File: src/rtl/traffic_pkg.sv
// Lamp encodings shared by the highway and farm-way light controllers,
// plus sizing helpers for the dwell timer.
package traffic_pkg;

  typedef enum logic [1:0] {
    RED    = 2'd0,
    GREEN  = 2'd1,
    YELLOW = 2'd2
  } lamp_e;

  function automatic int max_int(input int a, input int b);
    return (a > b) ? a : b;
  endfunction

  // One spare bit so the longest dwell compare never sits on the saturation value.
  function automatic int timer_w(input int long_cyc, input int red_max);
    return $clog2(max_int(long_cyc, red_max)) + 1;
  endfunction

endpackage

File: src/rtl/light_timer.sv
// Dwell timer: clears on request, otherwise counts up and holds at all-ones.
module light_timer #(
  parameter int W = 7
) (
  input  logic         clk,
  input  logic         rst,
  input  logic         clr,
  output logic [W-1:0] count
);

  always_ff @(posedge clk) begin
    if (rst || clr) begin
      count <= '0;
    end else if (count != '1) begin
      count <= count + 1'b1;
    end
  end

endmodule

File: src/rtl/hw_light_ctrl.sv
// Highway side of the highway/farm-way crossing: holds GREEN until a farm car
// waits, cycles through YELLOW to RED, and hands right-of-way to the farm side.
module hw_light_ctrl
  import traffic_pkg::*;
#(
  parameter int LONG_CYC  = 16,
  parameter int SHORT_CYC = 4,
  parameter int RED_MAX   = 64
) (
  input  logic       clk,
  input  logic       rst,
  input  logic       car_on_fw,
  input  logic       invk_hw,
  output logic       invk_fw,
  output logic [1:0] hw_light,
  output logic       fault
);

  localparam int TW = timer_w(LONG_CYC, RED_MAX);

  localparam logic [TW-1:0] GREEN_LAST  = TW'(LONG_CYC - 1);
  localparam logic [TW-1:0] YELLOW_LAST = TW'(SHORT_CYC - 1);
  localparam logic [TW-1:0] RED_LAST    = TW'(RED_MAX - 1);

  lamp_e          state;
  lamp_e          state_nxt;
  logic [TW-1:0]  timer;
  logic           car_req;
  logic           wd_trip;
  logic           enter_red;
  logic           state_chg;

  // The lamp register is the FSM state itself, so hw_light has no decode logic.
  always_ff @(posedge clk) begin
    if (rst) begin
      state <= GREEN;
    end else begin
      state <= state_nxt;
    end
  end

  always_comb begin
    state_nxt = state;
    wd_trip   = 1'b0;
    case (state)
      GREEN: begin
        if ((timer >= GREEN_LAST) && (car_req || car_on_fw)) begin
          state_nxt = YELLOW;
        end
      end
      YELLOW: begin
        if (timer == YELLOW_LAST) begin
          state_nxt = RED;
        end
      end
      RED: begin
        // Timer is 0 only on the hand-off cycle, where a hand-back is not yet legal.
        if (invk_hw && (timer != '0)) begin
          state_nxt = GREEN;
        end else if (timer == RED_LAST) begin
          state_nxt = GREEN;
          wd_trip   = 1'b1;
        end
      end
      default: begin
        state_nxt = GREEN;
      end
    endcase
  end

  assign enter_red = (state != RED) && (state_nxt == RED);
  assign state_chg = (state_nxt != state);
  assign hw_light  = state;

  always_ff @(posedge clk) begin
    if (rst) begin
      car_req <= 1'b0;
      invk_fw <= 1'b0;
      fault   <= 1'b0;
    end else begin
      invk_fw <= enter_red;
      if (wd_trip) begin
        fault <= 1'b1;
      end
      // A car seen on the edge into RED has already been served by this hand-off.
      if (enter_red) begin
        car_req <= 1'b0;
      end else if (car_on_fw) begin
        car_req <= 1'b1;
      end
    end
  end

  light_timer #(
    .W (TW)
  ) u_timer (
    .clk   (clk),
    .rst   (rst),
    .clr   (state_chg),
    .count (timer)
  );

endmodule

File: config.mk
export PLATFORM = sky130hd
export DESIGN_NAME = hw_light_ctrl
export DESIGN_NICKNAME = d
export VERILOG_FILES = /design/src/rtl/traffic_pkg.sv /design/src/rtl/light_timer.sv /design/src/rtl/hw_light_ctrl.sv
export SDC_FILE = /design/constraint.sdc
export NUM_CORES = 1
export LEC_CHECK = 0
export ABC_CLOCK_PERIOD_IN_PS = 3170
export CELL_PAD_IN_SITES_DETAIL_PLACEMENT = 1
export CELL_PAD_IN_SITES_GLOBAL_PLACEMENT = 2
export CORE_UTILIZATION = 34
export DETAILED_ROUTE_END_ITERATION = 10
export PLACE_DENSITY = 0.9
export SLEW_MARGIN = 10
export SYNTH_ARGS = -nofsm -noshare
export SYNTH_HDL_FRONTEND = slang
export SYNTH_SLANG_ARGS = --single-unit
File: constraint.sdc
create_clock -name clk -period 3.17 [get_ports clk]
set_input_delay 0.951 -clock clk [delete_from_list [all_inputs] [get_ports clk]]
set_output_delay 0.951 -clock clk [all_outputs]
set_load 0.02 [all_outputs]
== Word level (Yosys, flattened, before mapping) ==
Index checks and enable logic that the tools add are counted.
Widths: inputs -> output; s select.

* Register bits after elaboration: 12
* Output and inout port bits: 4
* Input bits: 4

* Add/subtract/negate cells: 1
* Reduce and logical (&&, ||, !) cells: 10
* Mux-type cells: 8
* Order comparisons: 1
* Eq/ne operators: 6

{| class="wikitable"
|+ Operator list
! cell !! number
|-
| $mux 2 || 4
|-
| $add 7x1->7 const B || 1
|-
| $eq 7x2->1 const B || 1
|-
| $eq 7x6->1 const B || 1
|-
| $ge 7x4->1 const B || 1
|-
| $ne 7x7->1 const B || 1
|-
| $reduce_bool 7->1 || 1
|-
| $pmux 2 s3 || 1
|-
| $logic_not 2->1 || 2
|-
| $logic_and 1x1->1 || 3
|-
| $mux 1 || 3
|-
| $eq 2x1->1 const B || 1
|-
| $eq 2x2->1 const B || 1
|-
| $logic_or 1x1->1 || 2
|-
| $ne 2x2->1 || 1
|-
| $reduce_bool 2->1 || 1
|-
| $reduce_or 2->1 || 1
|}

== Longest topological paths before layout ==
Gate-level depths: netlist (run 1).

* Depth after elaboration: 7
* Depth in mapped cells: 6
* Depth with buffers taken out: 6

== Cells and area by module ==
A second synthesis (run 1) with hierarchy kept.

* Cells, all modules: 68
* Area total of the unflattened synthesis: 591.8 um2

{| class="wikitable"
|+ Modules (own cells, without submodules)
! module !! times used !! cells each !! area each (um2)
|-
| light_timer || 1 || 36 || 317.8
|-
| hw_light_ctrl || 1 || 32 || 274.0
|}

== Worst setup path after synthesis (run 1) ==
OpenSTA, ideal clock, no wires.

* Path kind: input -> register
* From: input car_on_fw
* To: register state[0] (netlist: hw_light[0])
* Required time: 3036 ps
* Arrival time: 1709 ps
* Stages: 4
* Path buffers: 0
* Library setup time: 134 ps
* Slack: 1327 ps
* Cell sequence: nor2_1 or3b_2 nor2_2 a221oi_1

* Cells in the longest elaborated chain, start to end: 4

{| class="wikitable"
|+ Ends and longest elaborated chain
! what !! RTL line !! text
|-
| start: declaration || hw_light_ctrl.sv:12 || <nowiki>input logic car_on_fw,</nowiki>
|-
| $logic_or 1x1->1 || hw_light_ctrl.sv:47 || <nowiki>if ((timer >= GREEN_LAST) && (car_req || car_on_fw)) begin</nowiki>
|-
| $logic_and 1x1->1 || hw_light_ctrl.sv:47 ||
|-
| $mux 2 || hw_light_ctrl.sv:47 ||
|-
| $pmux 2 s3 || hw_light_ctrl.sv:45 || <nowiki>case (state)</nowiki>
|-
| end signal: assignment || hw_light_ctrl.sv:38 || <nowiki>state <= state_nxt;</nowiki>
|-
| end: declaration || hw_light_ctrl.sv:25 || <nowiki>lamp_e state;</nowiki>
|}

No other way between the ends.
A chain may end at the register's enable or synchronous reset.

== Worst setup path in the final report (run 1) ==
* From: register state[1] (netlist: hw_light[1])
* To: output hw_light[1]

{| class="wikitable"
|+ RTL lines
! what !! RTL line !! text
|-
| end: declaration || hw_light_ctrl.sv:15 || <nowiki>output logic [1:0] hw_light,</nowiki>
|}

No word-level cell between the ends.

==> summary.md, run 1 <==
| Metric | Value |
|---|---|
| Most frequent cells in the layout | dfxtp_1, nor2_1, clkdlybuf4s50_1, nor3_1, nor4_1 |
| CP peak stage delay | 640 ps |
| Via count of the first global-routing pass | 586 |
| Pwr dens | 396.6 mW/mm^2 |
| Clock power frac | 40.3% |
| Mapped Area | 691.9 sq um |
| Yosys reg bits | 12 |
| First-pass GRT wire length | roughly 2.7 mm |
| Yosys top cell area share | 34.72% |
| Post-synth top area cell | dfxtp_1 |
| Synth cell types | 35 |
| Worst Path Buf+Inv | 1 |
| Die Height | 47.11 microns |
| Cells after synthesis | 82 |
| Leak | 0.0002949 uW |
| GRT Total Usage | 17.41% |
| Syn Area/Cell | 8.438 sq um |
| Crit path time final | between 2000 and 2500 ps |
| Sw frac | about 24% |
| DR iter-0 viols | 10 |
| Htree depth | 1 |
| Worst-Skew Late Latency | around 280 ps |
| Final core utilization | a little over two fifths |
| Rel. slew slack | 72.62% |
| Tcrit/Tclk final | 72.04% |
| Core ar. | between 0.0015 and 0.002 sq mm |
| Mapped Nets | 88 |
| RSZ-0062 raised after global routing | no |
| Slew @ Worst Pin | 409.4 ps |
| CP Launch Type | flop |
| Hold Fails Final Rpt | 0 |
| Drc violations | 0 |
| Total number of vias | 622 |
| Ports | 8 |
| Die Width | roughly 47 microns |
| P_sw | ~76 uW |
| Worst-path clk slew | 80 ps |
| Worst path slowest cell | clkdlybuf4s50_1 |
| Count of pins over their slew limit | 0 |
| Worst Path Max Fanout | 6 |
| I/O Buffers | 7 |
| Clock skew | 5.761 ps |
| Pwr Total | about 310 uW |
| CTS sink cnt | 12 |
| DRT antenna net count | 0 |
| R2R Setup Slk | 1390 ps |
| # Max-Cap Violations | 0 |
| Reg power frac | between 50% and 60% |
| Critical setup path kind | reg2out |
| Sequential share of the synthesized area | 34.72% |
| HP Class | reg2reg |
| Pint | 236.6 uW |
| Crit path cell chain | clkdlybuf4s50_1 |
| Post-CTS Setup Bufs | 0 |
| WP data arrival | 1330 ps |
| Num CTS Buffers | 3 |
| Routed vias/inst | ~5.6 |
| Ys Warns | 0 |
| Hold-fix buffers, CTS | 0 |
| Number of diodes | 0 |
| Final nets | 94 |
| CTS root buf | clkbuf_4 |
| Commonest non-fill, non-tap cell in the layout | dfxtp_1 |
| TritonRoute pass-1 iters | 4 |
| Peak Freq | 437.9 MHz |
| Post-Route WL | 1.622 mm |
| Status | finished, final reports clean |
| DR WL/cell | 14.48 microns |
| Antenna violations before repair | 0 |
| Clock buffer depth | 2 |
| Layout cell share with drive strength beyond 1 | between 10% and 20% |
| Crit path required time | 2220 ps |
| Setup-failing EPs final | 0 |
| Synth area leaders | dfxtp_1, nor4_1, nor3_1 |
| DP Wirelength | about 1.3 mm |
| Post-CTS sizing | 0 |
| CTS tree | built |
| Largest net degree at the start of global routing | 12 |
| Grt total ovfl | 0 |
| CP top delay family | buffers and inverters |
| VDD IR max | ~220 uV |
| Comb power frac | 8.4% |
| Initial core utilization | 38.01% |
| FP Rows | 15 |
| CP Capture Type | output pin |
| Setup tns final | 0 ps |
| GP Congestion | about 0.75 |
| Die ar. | 0.002219 sq mm |
| P&R area growth vs syn | 13.92% |
-- through the flow --
stage / hold WS, ps / cells / cell area (sq um) / setup slack, ps
5_1_grt: 516.8 / 112 / 788.3 / 818.8
3_3_place_gp: 452.8 / 108 / 752.0 / 749.5
4_1_cts: 494.9 / 112 / 788.3 / 875.5
3_5_place_dp: 470.4 / 108 / 752.0 / 740.0
6_report: 496.6 / 112 / 788.3 / 886.2
2_1_floorplan: 487.8 / 82 / 691.9 / 1327
-- final cells by class --
type                       count  area [sq um]
timing repair buffer           7         70.07
sequential                    12         240.2
inverter                       3         11.26
tap                           25         31.28
fill                         224          1032
clock buffer                   4         36.28
multi-input combinational     61         399.1
-- worst paths after layout --
kind	start	end	cells after the start
max	hw_light[1]	hw_light[1]	1
min	fault	fault	2
max reg2reg	u_timer.count[1]	hw_light[0]	5
min reg2reg	fault	fault	2
-- power by group through the flow --
| stage | logic (uW) | clock network (uW) | registers [uW] |
|---|---|---|---|
| finish | 26.2 | 126 | 160 |
| global placement | 25.3 | 0 | 164 |
| detailed placement | 26.9 | 0 | 164 |
| global route | 29.8 | 134 | 161 |
| CTS | 27.0 | 126 | 161 |
| floorplan | 20.9 | 0 | 161 |
-- routing by layer --
layer	track usage (%)	part of all wire, %
met4	1.714	0
met1	24.24	52
met5	0	0
met3	5.769	2.7
met2	27.22	45
-- cell families (layout without fill, tap and decap cells) --
logic type / count (synthesis) / in the layout / synth area share, %
xor gates and xnor gates: 1 / 1 / 1.266
buffers and inverters: 9 / 14 / 7.593
AOI/OAI and AO/OA: 18 / 18 / 18.08
adders and majority gates: 2 / 2 / 3.616
muxes: 1 / 1 / 1.447
DFF: 12 / 12 / 34.72
and+or+nand+nor: 39 / 39 / 33.28
-- cells in the mapped netlist --
master,instances
a31oi_1,4
nand2_1,3
buf_2,3
inv_1,3
nand4_1,3
nor3_1,6
o211ai_2,1
o21ai_1,1
o21a_1,1
o21ai_0,3
dfxtp_1,12
or3_4,1
a221oi_1,1
nor4_1,5
nand3_2,1
a32oi_1,1
xnor2_1,1
buf_6,2
mux2i_1,1
and2_1,1
nor2_1,7
ha_1,2
clkbuf_1,1
and4_1,2
nand4b_1,1
a21o_1,2
nand2_2,1
nand2b_1,1
or3b_1,1
a31oi_2,1
nor2_2,1
or3b_2,1
nor3b_1,1
a21oi_1,3
nand3_1,3
-- registers in the layout, summed over array words and instances (netlist names) --
signal	count
car_req	1
fault	1
hw_light	2
invk_fw	1
u_timer.count	7
Power figures use the tool's default switching activity.
==> run 2, diff against run 1 <==
--- a/config.mk
+++ b/config.mk
@@ -5,12 +5,12 @@
 export SDC_FILE = /design/constraint.sdc
 export NUM_CORES = 1
 export LEC_CHECK = 0
-export ABC_CLOCK_PERIOD_IN_PS = 3170
+export ABC_CLOCK_PERIOD_IN_PS = 1900
 export CELL_PAD_IN_SITES_DETAIL_PLACEMENT = 1
 export CELL_PAD_IN_SITES_GLOBAL_PLACEMENT = 2
-export CORE_UTILIZATION = 34
+export CORE_UTILIZATION = 28
 export DETAILED_ROUTE_END_ITERATION = 10
-export PLACE_DENSITY = 0.9
+export PLACE_DENSITY = 0.8
 export SLEW_MARGIN = 10
 export SYNTH_ARGS = -nofsm -noshare
 export SYNTH_HDL_FRONTEND = slang
==> constraint.sdc (replaced) <==
create_clock -name clk -period 1.9 [get_ports clk]
set_input_delay 0.57 -clock clk [delete_from_list [all_inputs] [get_ports clk]]
set_output_delay 0.57 -clock clk [all_outputs]
set_load 0.02 [all_outputs]
==> summary.md, run 2 (same netlist as run 1, synthesis figures left out) <==
| Metric | Value |
|---|---|
| Rel. slew slack | 76.09% (was 72.62%) |
| Post-Route WL | 1.753 mm (was 1.622 mm) |
| Antenna violations before repair | 0 (unchanged) |
| Number of diodes | 0 (unchanged) |
| DR iter-0 viols | 13 (was 10) |
| CTS root buf | clkbuf_4 (unchanged) |
| Met3 wire length | 34 microns (was 44 microns) |
| Most frequent cells in the layout | dfxtp_1, nor2_1, nor3_1, nor4_1, clkdlybuf4s50_1 (was dfxtp_1, nor2_1, clkdlybuf4s50_1, nor3_1, nor4_1) |
| Register-to-Register Path Depth | 5 (unchanged) |
| Worst path slowest cell | clkdlybuf4s50_1 (unchanged) |
| Tcrit/Tclk final | 93.44% |
| WL met2 | 849 microns (was 738 microns) |
| Total number of vias | 645 (was 622) |
| Initial core utilization | 30.40% (was 38.01%) |
| Final nets | 98 (was 94) |
| CP Launch Type | flop (unchanged) |
| Count of pins over their slew limit | 0 (unchanged) |
| Worst-Skew Late Latency | 270 ps (was 280 ps) |
| Setup tns final | 0 ps (unchanged) |
| TritonRoute pass-1 iters | 4 (unchanged) |
| Max FFs per register | 7 (unchanged) |
| GP Congestion | 0.7492 (was 0.7470) |
| Worst-path clk slew | 70 ps (was 80 ps) |
| Post-CTS Setup Bufs | 0 (unchanged) |
| RSZ-0062 raised after global routing | no (unchanged) |
| DRT antenna net count | 0 (unchanged) |
| Die ar. | 0.002674 sq mm (was 0.002219 sq mm) |
| Ports | 8 (unchanged) |
| CP Capture Type | output pin (unchanged) |
| Num CTS Buffers | 3 (unchanged) |
| Leak | 0.0003181 uW (was 0.0002949 uW) |
| Peak Freq | 563.3 MHz |
| Core ar. | 0.002276 sq mm (was 0.001821 sq mm) |
| Status | finished, final reports clean (unchanged) |
| Crit path required time | 1330 ps (was 2220 ps) |
| P&R area growth vs syn | 19.35% (was 13.92%) |
| R2r startpoint | u_timer.count[1] (unchanged) |
| CP startpoint | fault (was hw_light[1]) |
| CTS sink cnt | 12 (unchanged) |
| Final Cell Area | 825.8 sq um (was 788.3 sq um) |
| Max layer used | met3 (unchanged) |
| WP data arrival | 1210 ps (was 1330 ps) |
| Crit path capture | fault (was hw_light[1]) |
| Critical setup path kind | reg2out (unchanged) |
| Hold Fails Final Rpt | 0 (unchanged) |
| Routed metal-1 wirelength | 869 microns (was 838 microns) |
| Htree depth | 1 (unchanged) |
| Drc violations | 0 (unchanged) |
| Crit path time final | 1775 ps |
| Clock skew | 4.212 ps (was 5.761 ps) |
| VDD IR max | 328.0 uV (was 222.0 uV) |
| Reg2reg end | hw_light[0] (unchanged) |
| Grt total ovfl | 0 (unchanged) |
| Die Height | 51.71 microns (was 47.11 microns) |
| Via count of the first global-routing pass | 647 (was 586) |
| Die Width | 51.71 microns (was 47.11 microns) |
| R2R Setup Slk | 250 ps (was 1390 ps) |
| Pwr Total | 519.9 uW (was 312.6 uW) |
| Crit path cell chain | clkdlybuf4s50_1 (unchanged) |
| Pwr dens | 629.6 mW/mm^2 (was 396.6 mW/mm^2) |
| DR WL/cell | 14.73 microns (was 14.48 microns) |
| FP Rows | 17 (was 15) |
| Largest net degree at the start of global routing | 11 (was 12) |
| # Max-Cap Violations | 0 (unchanged) |
| First-pass GRT wire length | 3.001 mm (was 2.691 mm) |
| GRT Total Usage | 15.02% (was 17.41%) |
| Cell area after placement | 785.8 sq um (was 752.0 sq um) |
| Layout cell share with drive strength beyond 1 | 17.58% (was 12.64%) |
| Final WS setup | 124.7 ps (was 886.2 ps) |
| Levels on crit path | 1 (unchanged) |
| Setup-failing EPs final | 0 (unchanged) |
| Worst slack at placement | -160.9 ps (was 740.0 ps) |
| Worst Path Buf+Inv | 1 (unchanged) |
| CTS tree | built (unchanged) |
| HP Class | reg2reg (unchanged) |
| Placed Instances | 115 (was 108) |
| Routed vias/inst | 5.420 (was 5.554) |
| Largest Register | u_timer.count (unchanged) |
| Slew @ Worst Pin | 358.2 ps (was 409.4 ps) |
| Final Non-Filler Cells | 119 (was 112) |
| CP top delay family | buffers and inverters (unchanged) |
| Worst Path Max Fanout | 2 (was 6) |
| I/O Buffers | 7 (unchanged) |
| Commonest non-fill, non-tap cell in the layout | dfxtp_1 (unchanged) |
| DP Wirelength | 1.372 mm (was 1.275 mm) |
| CP peak stage delay | 600 ps (was 640 ps) |
| Clock buffer depth | 2 (unchanged) |
## run 2: cell types whose count changed in the layout (fill, tap and decap cells not counted), sizes merged
cell	before	now
dlygate4sd2	0	1
clkdlybuf4s50	7	5
dlymetal6s2s	0	1
buf	0	4
## run 2: timing repair
item,in CTS,in global routing
setup endpoints to repair,1,2
gates resized for setup,1,2
hold buffers,0,0
## run 2: worst min path at each step
stage                 start       to  slack, ps  cells past startpoint
detailed placement    fault    fault        460                      2
floorplan           car_req  car_req        490                      2
global placement      fault    fault        470                      2
global route          fault    fault        520                      2
finish                fault    fault        490                      2
CTS                   fault    fault        500                      2
## run 2: final cells by class
type / count / area [sq um]
clock buffers: 4 / 36.28
fillers: 272 / 1450
flip-flops and latches: 12 / 240.2
inverters: 3 / 11.26
well taps: 28 / 35.03
multi-input cells: 61 / 401.6
repair buffers: 11 / 101.3
## run 2: layer usage
metal | GRT usage (%) | up-vias
li1 | - | 324
met1 | 20.18 | 318
met2 | 23.81 | 3
met3 | 4.386 | 0
met4 | 2.703 | 0
met5 | 0 | -
## run 2: power by group
| group | leakage (uW) | internal, uW | switching (uW) |
|---|---|---|---|
| Combinational | 0.000199 | 23.1 | 25.1 |
| Sequential | 0.0000977 | 258 | 10.5 |
| Clock | 0.0000210 | 116 | 86.5 |
| Total | 0.000318 | 398 | 122 |
## run 2: through the flow
step	hold WS [ps]	utilization, %
final	489.1	36.28
after global routing	522.1	36.28
after detailed placement	461.8	34.52
after global placement	468.3	34.52
after CTS	499.3	36.06
after floorplan	487.8	-
